File: config.mk
export PLATFORM = sky130hd
export DESIGN_NAME = ahb_lite_master_bridge
export DESIGN_NICKNAME = d
export VERILOG_FILES = /design/src/rtl/ahb_lite_master_bridge.sv
export SDC_FILE = /design/constraint.sdc
export NUM_CORES = 1
export LEC_CHECK = 0
export ABC_AREA = 1
export ABC_CLOCK_PERIOD_IN_PS = 5100
export BUFFER_PORTS_ARGS = -buffer_cell sky130_fd_sc_hd__clkbuf_2
export CAP_MARGIN = 0
export CORE_MARGIN = 2
export CORE_UTILIZATION = 51
export CTS_BUF_LIST = sky130_fd_sc_hd__clkbuf_8
export CTS_CLUSTER_SIZE = 25
export DETAILED_ROUTE_END_ITERATION = 10
export MAX_ROUTING_LAYER = met4
export PLACE_DENSITY = 0.82
export SETUP_SLACK_MARGIN = 0.4
export SLEW_MARGIN = 20
export SYNTH_ARGS = -nofsm -noshare
export SYNTH_HDL_FRONTEND = slang
export SYNTH_SLANG_ARGS = --single-unit
export TNS_END_PERCENT = 50
File: constraint.sdc
create_clock -name clk -period 5.1 [get_ports clk]
set_clock_uncertainty 0.1 [all_clocks]
set_input_delay 0.255 -clock clk [delete_from_list [all_inputs] [get_ports clk]]
set_output_delay 0.255 -clock clk [all_outputs]
set_load 0.05 [all_outputs]
File: src/rtl/ahb_lite_master_bridge.sv
// ahb_lite_master_bridge: turns one core memory request into one single-beat,
// word-size AHB-Lite transfer. The core is stalled via Busy until the data
// phase finishes; completion is reported with a one-cycle Done (and Err) pulse.
module ahb_lite_master_bridge #(
    parameter int WAIT_W     = 8,
    parameter bit ALIGN_ADDR = 1'b1
) (
    input  logic              clk,
    input  logic              reset,
    // core side
    input  logic              Req,
    input  logic              MemWrite,
    input  logic [31:0]       Adr,
    input  logic [31:0]       WriteData,
    output logic [31:0]       ReadData,
    output logic              Busy,
    output logic              Done,
    output logic              Err,
    output logic [WAIT_W-1:0] Waits,
    // AHB-Lite master side
    output logic [31:0]       HADDR,
    output logic              HWRITE,
    output logic [1:0]        HTRANS,
    output logic [2:0]        HSIZE,
    output logic [2:0]        HBURST,
    output logic [31:0]       HWDATA,
    input  logic [31:0]       HRDATA,
    input  logic              HREADY,
    input  logic              HRESP
);

    localparam logic [1:0] TRANS_IDLE   = 2'b00;
    localparam logic [1:0] TRANS_NONSEQ = 2'b10;

    typedef enum logic [1:0] {
        S_IDLE,
        S_ADDR,
        S_DATA,
        S_ERR2
    } state_t;

    state_t              state_q, state_d;
    logic [31:0]         wdata_q, wdata_d;
    logic [WAIT_W-1:0]   wcnt_q, wcnt_d;

    logic [31:0]         haddr_d, hwdata_d, rdata_d;
    logic [1:0]          htrans_d;
    logic                hwrite_d, busy_d, done_d, err_d;
    logic [WAIT_W-1:0]   waits_d;
    logic [31:0]         adr_eff;

    // Only word transfers, only single bursts.
    assign HSIZE  = 3'b010;
    assign HBURST = 3'b000;

    // Word alignment of the outgoing address is a build-time choice.
    assign adr_eff = ALIGN_ADDR ? {Adr[31:2], 2'b00} : Adr;

    // Register every output and the FSM state; reset abandons any transfer.
    always_ff @(posedge clk or posedge reset) begin
        if (reset) begin
            state_q  <= S_IDLE;
            wdata_q  <= '0;
            wcnt_q   <= '0;
            HADDR    <= '0;
            HWRITE   <= 1'b0;
            HTRANS   <= TRANS_IDLE;
            HWDATA   <= '0;
            ReadData <= '0;
            Busy     <= 1'b0;
            Done     <= 1'b0;
            Err      <= 1'b0;
            Waits    <= '0;
        end else begin
            state_q  <= state_d;
            wdata_q  <= wdata_d;
            wcnt_q   <= wcnt_d;
            HADDR    <= haddr_d;
            HWRITE   <= hwrite_d;
            HTRANS   <= htrans_d;
            HWDATA   <= hwdata_d;
            ReadData <= rdata_d;
            Busy     <= busy_d;
            Done     <= done_d;
            Err      <= err_d;
            Waits    <= waits_d;
        end
    end

    // Next-state and next-output logic; everything holds unless a phase moves on.
    always_comb begin
        state_d  = state_q;
        wdata_d  = wdata_q;
        wcnt_d   = wcnt_q;
        haddr_d  = HADDR;
        hwrite_d = HWRITE;
        htrans_d = HTRANS;
        hwdata_d = HWDATA;
        rdata_d  = ReadData;
        busy_d   = Busy;
        done_d   = 1'b0;
        err_d    = 1'b0;
        waits_d  = Waits;

        case (state_q)
            S_IDLE: begin
                if (Req) begin
                    hwrite_d = MemWrite;
                    haddr_d  = adr_eff;
                    wdata_d  = WriteData;
                    htrans_d = TRANS_NONSEQ;
                    busy_d   = 1'b1;
                    state_d  = S_ADDR;
                end
            end

            S_ADDR: begin
                // Address phase stays frozen on the bus until the slave takes it.
                if (HREADY) begin
                    htrans_d = TRANS_IDLE;
                    if (HWRITE) hwdata_d = wdata_q;
                    wcnt_d   = '0;
                    state_d  = S_DATA;
                end
            end

            S_DATA: begin
                if (!HREADY) begin
                    if (HRESP) begin
                        state_d = S_ERR2;
                    end else if (wcnt_q != {WAIT_W{1'b1}}) begin
                        wcnt_d = wcnt_q + 1'b1;
                    end
                end else begin
                    // A single-cycle ERROR is illegal AHB, but still report it as an error.
                    done_d  = 1'b1;
                    waits_d = wcnt_q;
                    busy_d  = 1'b0;
                    state_d = S_IDLE;
                    if (HRESP)        err_d   = 1'b1;
                    else if (!HWRITE) rdata_d = HRDATA;
                end
            end

            S_ERR2: begin
                // Second ERROR cycle; a low HREADY here is a slave violation, keep waiting.
                if (HREADY) begin
                    done_d  = 1'b1;
                    err_d   = 1'b1;
                    waits_d = wcnt_q;
                    busy_d  = 1'b0;
                    state_d = S_IDLE;
                end
            end

            default: state_d = S_IDLE;
        endcase
    end

endmodule
* Word-level counts from Yosys, hierarchy flattened
Index checks and enable logic that the tools add are counted.
** Storage, ports and cells
- Output and inout port bits :: 116
- Bits of input ports :: 102
- Flip-flop bits (word level) :: 150
- Logic and storage cells :: 61
** Cells by class
- Add/sub/neg operators :: 1
- Equal/unequal tests :: 12
- Mux-type cells :: 21
- Bitwise gates (word level) :: 2
- Reduce and logical (&&, ||, !) cells :: 13
** Operators with widths (number)
- 2-to-1 mux 8 bit :: 4
- case mux 8 bit (2 select lines) :: 1
- 2-to-1 mux 2 bit :: 6
- != test 2 bit, second input constant :: 6
- AND reduction 3 bit :: 3
- adder 8 x 1 -> 8 bit, second input constant :: 1
- != test 8 bit, second input constant :: 1
- case mux 2 bit (4 select lines) :: 1
- AND reduction 4 bit :: 2
- 2-to-1 mux 1 bit :: 6
- nonzero test 2 bit :: 3
- AND reduction 5 bit :: 1
- equality test 2 bit, second input constant :: 2
- case mux 1 bit (2 select lines) :: 2
- case mux 2 bit (2 select lines) :: 1
- AND reduction 2 bit :: 2
- != test 3 bit, second input constant :: 1
- equality test 2 x 1 -> 1 bit, second input constant :: 1
- logical NOT 2 bit :: 1
- != test 2 x 1 -> 1 bit, second input constant :: 1
- inverter 1 bit :: 2
- OR reduction 2 bit :: 1

* Depth between registers and ports, before layout
- Depth in word-level cells :: 5
- Mapped depth :: 8
- Depth with buffers taken out :: 8

* Least setup slack after synthesis
No wires, ideal clock.
- Path type :: register to register
- Start :: register HWRITE
- End :: register ReadData[10]
- Path buffers :: 1
- Path slack :: 3664 ps
- Required time :: 4924 ps
- Clock period less this slack :: 1436 ps
- Library setup time :: 76 ps
- Cell stages (with the launch flop) :: 5
- Arrival :: 1259 ps
- Cell sequence :: dfrtp_1 > nand3b_4 > buf_2 > nand2_1 > o21ai_1
** Between the ends
- Longest elaborated chain between the ends :: 2
** Ends and longest elaborated chain
- start, declared :: line 22 : output logic HWRITE,
- start signal, assigned :: line 79 : HWRITE <= hwrite_d;
- inverter 1 bit (no source line)
- AND reduction 4 bit (no source line)
- end signal, assigned :: line 82 : ReadData <= rdata_d;
- end, declared :: line 15 : output logic [31:0] ReadData,
Every way passes these cells.
A chain may end at the register's enable or synchronous reset.

* Worst setup path after layout
- Start :: register state_q[1]
- End :: register ReadData[10]
** Between the ends
- Longest elaborated chain between the ends :: 2
** Ends and longest elaborated chain
- start, declared :: line 42 : state_t state_q, state_d;
- start signal, assigned :: line 75 : state_q <= state_d;
- equality test 2 bit :: line 105 : case (state_q)
- AND reduction 4 bit (no source line)
Every way passes these cells.

==> out/qor.txt <==
Ys Warns - 0
max-cap violations - 0
FF+latch area - 0.00373 sq mm
Port Buffers - 206
Peak supply drop - 0.558 mV
Floorplan Core Area - 0.0115 sq mm
CTS root buf - clkbuf_8
Final Slew Violations - 0
diode count - 0
Starting Density - 52.7%
startpoint class of the critical path - register
Non-Filler Instances - 1034
Yosys top cell by area - dfrtp_1
Pwr Density - 697 mW/mm^2
footprint of the multi-input gates - 0.00183 sq mm
Leak Pwr - 4.56 nW
Crit. End Element - register
post-route met1 wirelength - 6.30 mm
Skew-Pair Late Insertion Delay - 440 ps
Sw Pwr - 2.97 mW
sequential share of power - 33.9%
met3 WL post-DR - 945 um
global-route usage over all layers - 27.1%
Final ANT Viol Nets - 0
top sig layer - met4
DRC viols - 10
CP delay by family, top - simple AND/OR/NAND/NOR gates
Int Power - 2.95 mW
routed wl met2 - 8.50 mm
drt total wl - 16.2 mm
row cnt - 39
outcome - finished, violations left
Hold Vio Cnt, Final - 0
clk slew on worst S/H paths - 80 ps
R2R depth - 4
Syn-to-layout area delta - 39.7%
1st-iter DRT viols - 356
via count - 5191
synthesized area - 0.00607 sq mm
CP max FO - 64
Hold Startpoint - HREADY
#FFs+latches synth - 149
slowest stage cell, crit path - nand3b_4
sw frac - 50.2%
Cell variety after synth - 29
first-pass iteration count of the detailed router - 8
Final min period - 2240 ps
clock group share of total power - 16.4%
Placed Cells - 905
min-delay worst type - input port to register
Die ar. - 0.0128 sq mm
r2r endpoint - ReadData[10]$_DFFE_PP0P_
endpoints failing setup - 0
largest net degree at the start of global routing - 88
Ports - 218
relative slew slack - 42.8%
Nets - 981
DR WL/cell - 15.7 um
vias in the first global route - 5481
die height - 113 um
WHS Endpoint - HTRANS[1]$_DFFE_PP0P_
Syn Area/Cell - 10.5 sq um
Worst EP arrival - 2480 ps
crit path kind - register to register
gpl congestion - 0.836
violated checks - DRC
Buf/Inv on CP - 1
Comb pwr share - 49.8%
Seq/Total Area, Yosys - 61.4%
post-CTS resize count - 0
fin crit share - 44.0%
critical path, cell by cell - nand2_1, inv_2, nand3b_4, o21ai_1
share of layout cells above drive strength 1 - 35.0%
initial antenna violation count - 0
Bufs on Longest Clock Path - 2
CTS buffer count - 17
slowest stage delay, CP - 520 ps
first-pass GRT wire length - 26.3 mm
reg-to-reg slack, setup - 2860 ps
Req. time, crit path - 5330 ps
RSZ-0062 raised after global routing - no
H-tree Lvls - 4
reg2reg start - state_q[1]$_DFFE_PP0P_
Congestion Overflow GR - 0
area fraction of the dominant cell type after synthesis - 61.4%
Worst Hold Depth - 4
slew at the pin with the worst max-slew slack - 859 ps
Sink Count - 149
fill count - 721
Die X - 113 um
ranking of synthesized cells by area - dfrtp_1 61%, nand2_1 6.8%, inv_1 4.7%
Fmax - 446 MHz
Avg Vias per Cell - 5.02
Post-Syn Instances - 580
TritonCTS clock tree - done
dpl hpwl - 9.15 mm
WP depth - 4
setup TNS - 0 ps
## cell type report
cell class,count,area share [%]
Timing Repair Buffer,305,23.8
Clock buffer,20,3.24
Tap cell,143,2.11
Clock inverter,12,1.80
Inverter,79,3.57
Sequential cell,149,43.9
Multi-Input combinational cell,326,21.6
## cells by family after synthesis
group / after synthesis / synth area share [%]
and+or+nand+nor: 172 / 11.8
DFF: 149 / 61.4
AOI/OAI and AO/OA: 113 / 11.5
buffers and inverters: 112 / 9.02
muxes: 31 / 5.93
other: 2 / 0.124
adders and majority gates: 1 / 0.206
## power by group through the flow
stage               Combinational, mW  Clock (mW)  Sequential [mW]
floorplan                       0.870           0             3.32
global placement                 2.77           0             1.96
detailed placement               2.83           0             1.98
CTS                              2.89       0.983             1.97
global route                     3.11        1.03             2.06
finish                           2.94       0.968             2.00
## worst max path at each step
stage / startpoint / end / slack, ps
6_report: state_q[1]$_DFFE_PP0P_ / ReadData[10]$_DFFE_PP0P_ / 2860
5_1_grt: state_q[1]$_DFFE_PP0P_ / ReadData[10]$_DFFE_PP0P_ / 2690
4_1_cts: state_q[0]$_DFFE_PP0P_ / HADDR[20]$_DFFE_PP0P_ / 2920
3_5_place_dp: state_q[0]$_DFFE_PP0P_ / HADDR[20]$_DFFE_PP0P_ / 2920
3_3_place_gp: state_q[0]$_DFFE_PP0P_ / HADDR[22]$_DFFE_PP0P_ / 2950
2_1_floorplan: reset / Busy$_DFFE_PP0P_ / 740
## timing repair
item,CTS,global route
endpoints found under the hold margin,182,0
hold buffers,97,0
setup buffers,0,0
## cell usage in the layout (no fill, tap or decap), types with 3 or more instances in the layout
cell,count
o21ai_0,14
clkbuf_2,206
mux2_1,3
nand2_1,110
mux2_4,3
bufinv_16,3
nor2_1,41
inv_1,77
dlygate4sd3_1,97
o21ai_2,32
o21ai_1,33
dfrtp_1,149
conb_1,9
a21oi_1,32
clkbuf_8,20
inv_6,3
nand3_1,8
mux2_2,25
## Yosys cell counts
| library cell | instances |
|---|---|
| dfrtp_1 | 149 |
| nand2_1 | 110 |
| inv_1 | 76 |
| nor2_1 | 41 |
| o21ai_1 | 33 |
| a21oi_1 | 32 |
| o21ai_2 | 32 |
| mux2_2 | 25 |
| buf_2 | 14 |
| o21ai_0 | 14 |
| buf_6 | 10 |
| buf_4 | 9 |
| nand3_1 | 8 |
| mux2_1 | 3 |
| mux2_4 | 3 |
| nand2_2 | 3 |
| conb_1 | 2 |
| inv_2 | 2 |
| nor2_2 | 2 |
| nor2_4 | 2 |
| nor3b_1 | 2 |
| a21oi_4 | 1 |
| a31oi_1 | 1 |
| clkinv_2 | 1 |
| ha_1 | 1 |
| nand2_4 | 1 |
| nand3b_1 | 1 |
| nand3b_4 | 1 |
| nor3_1 | 1 |
## worst reg2reg max path, cell delays in order, from the launching register on
cell	delay, ps
dfrtp_1	450
nand2_1	410
inv_2	220
nand3b_4	520
o21ai_1	440
## metrics by stage
step / power [mW] / cell area, sq um / utilization, % / setup slack, ps / hold slack, ps
after floorplan: 4.19 / 6100 / - / 737 / 287
after global placement: 4.72 / 7090 / 61.5 / 2950 / 332
after detailed placement: 4.82 / 7090 / 61.5 / 2920 / 348
after CTS: 5.84 / 8480 / 73.7 / 2920 / 23.8
after global routing: 6.20 / 8480 / 73.7 / 2690 / 55.1
final: 5.91 / 8480 / 73.7 / 2860 / 52.9
## state kept, by name (all words and copies together) (netlist names)
signal / flops
HWRITE: 1
HTRANS: 1
Busy: 1
Waits: 8
ReadData: 32
HWDATA: 32
Err: 1
HADDR: 30
Done: 1
state_q: 2
wcnt_q: 8
wdata_q: 32
## metal layers
| layer | global-route usage (%) | vias up |
|---|---|---|
| met1 | 30.8 | 2514 |
| met2 | 46.5 | 221 |
| met4 | 11.2 | 0 |
| met3 | 6.00 | 45 |
| met5 | - | - |
| li1 | - | 2411 |
Power figures use the tool's default switching activity.
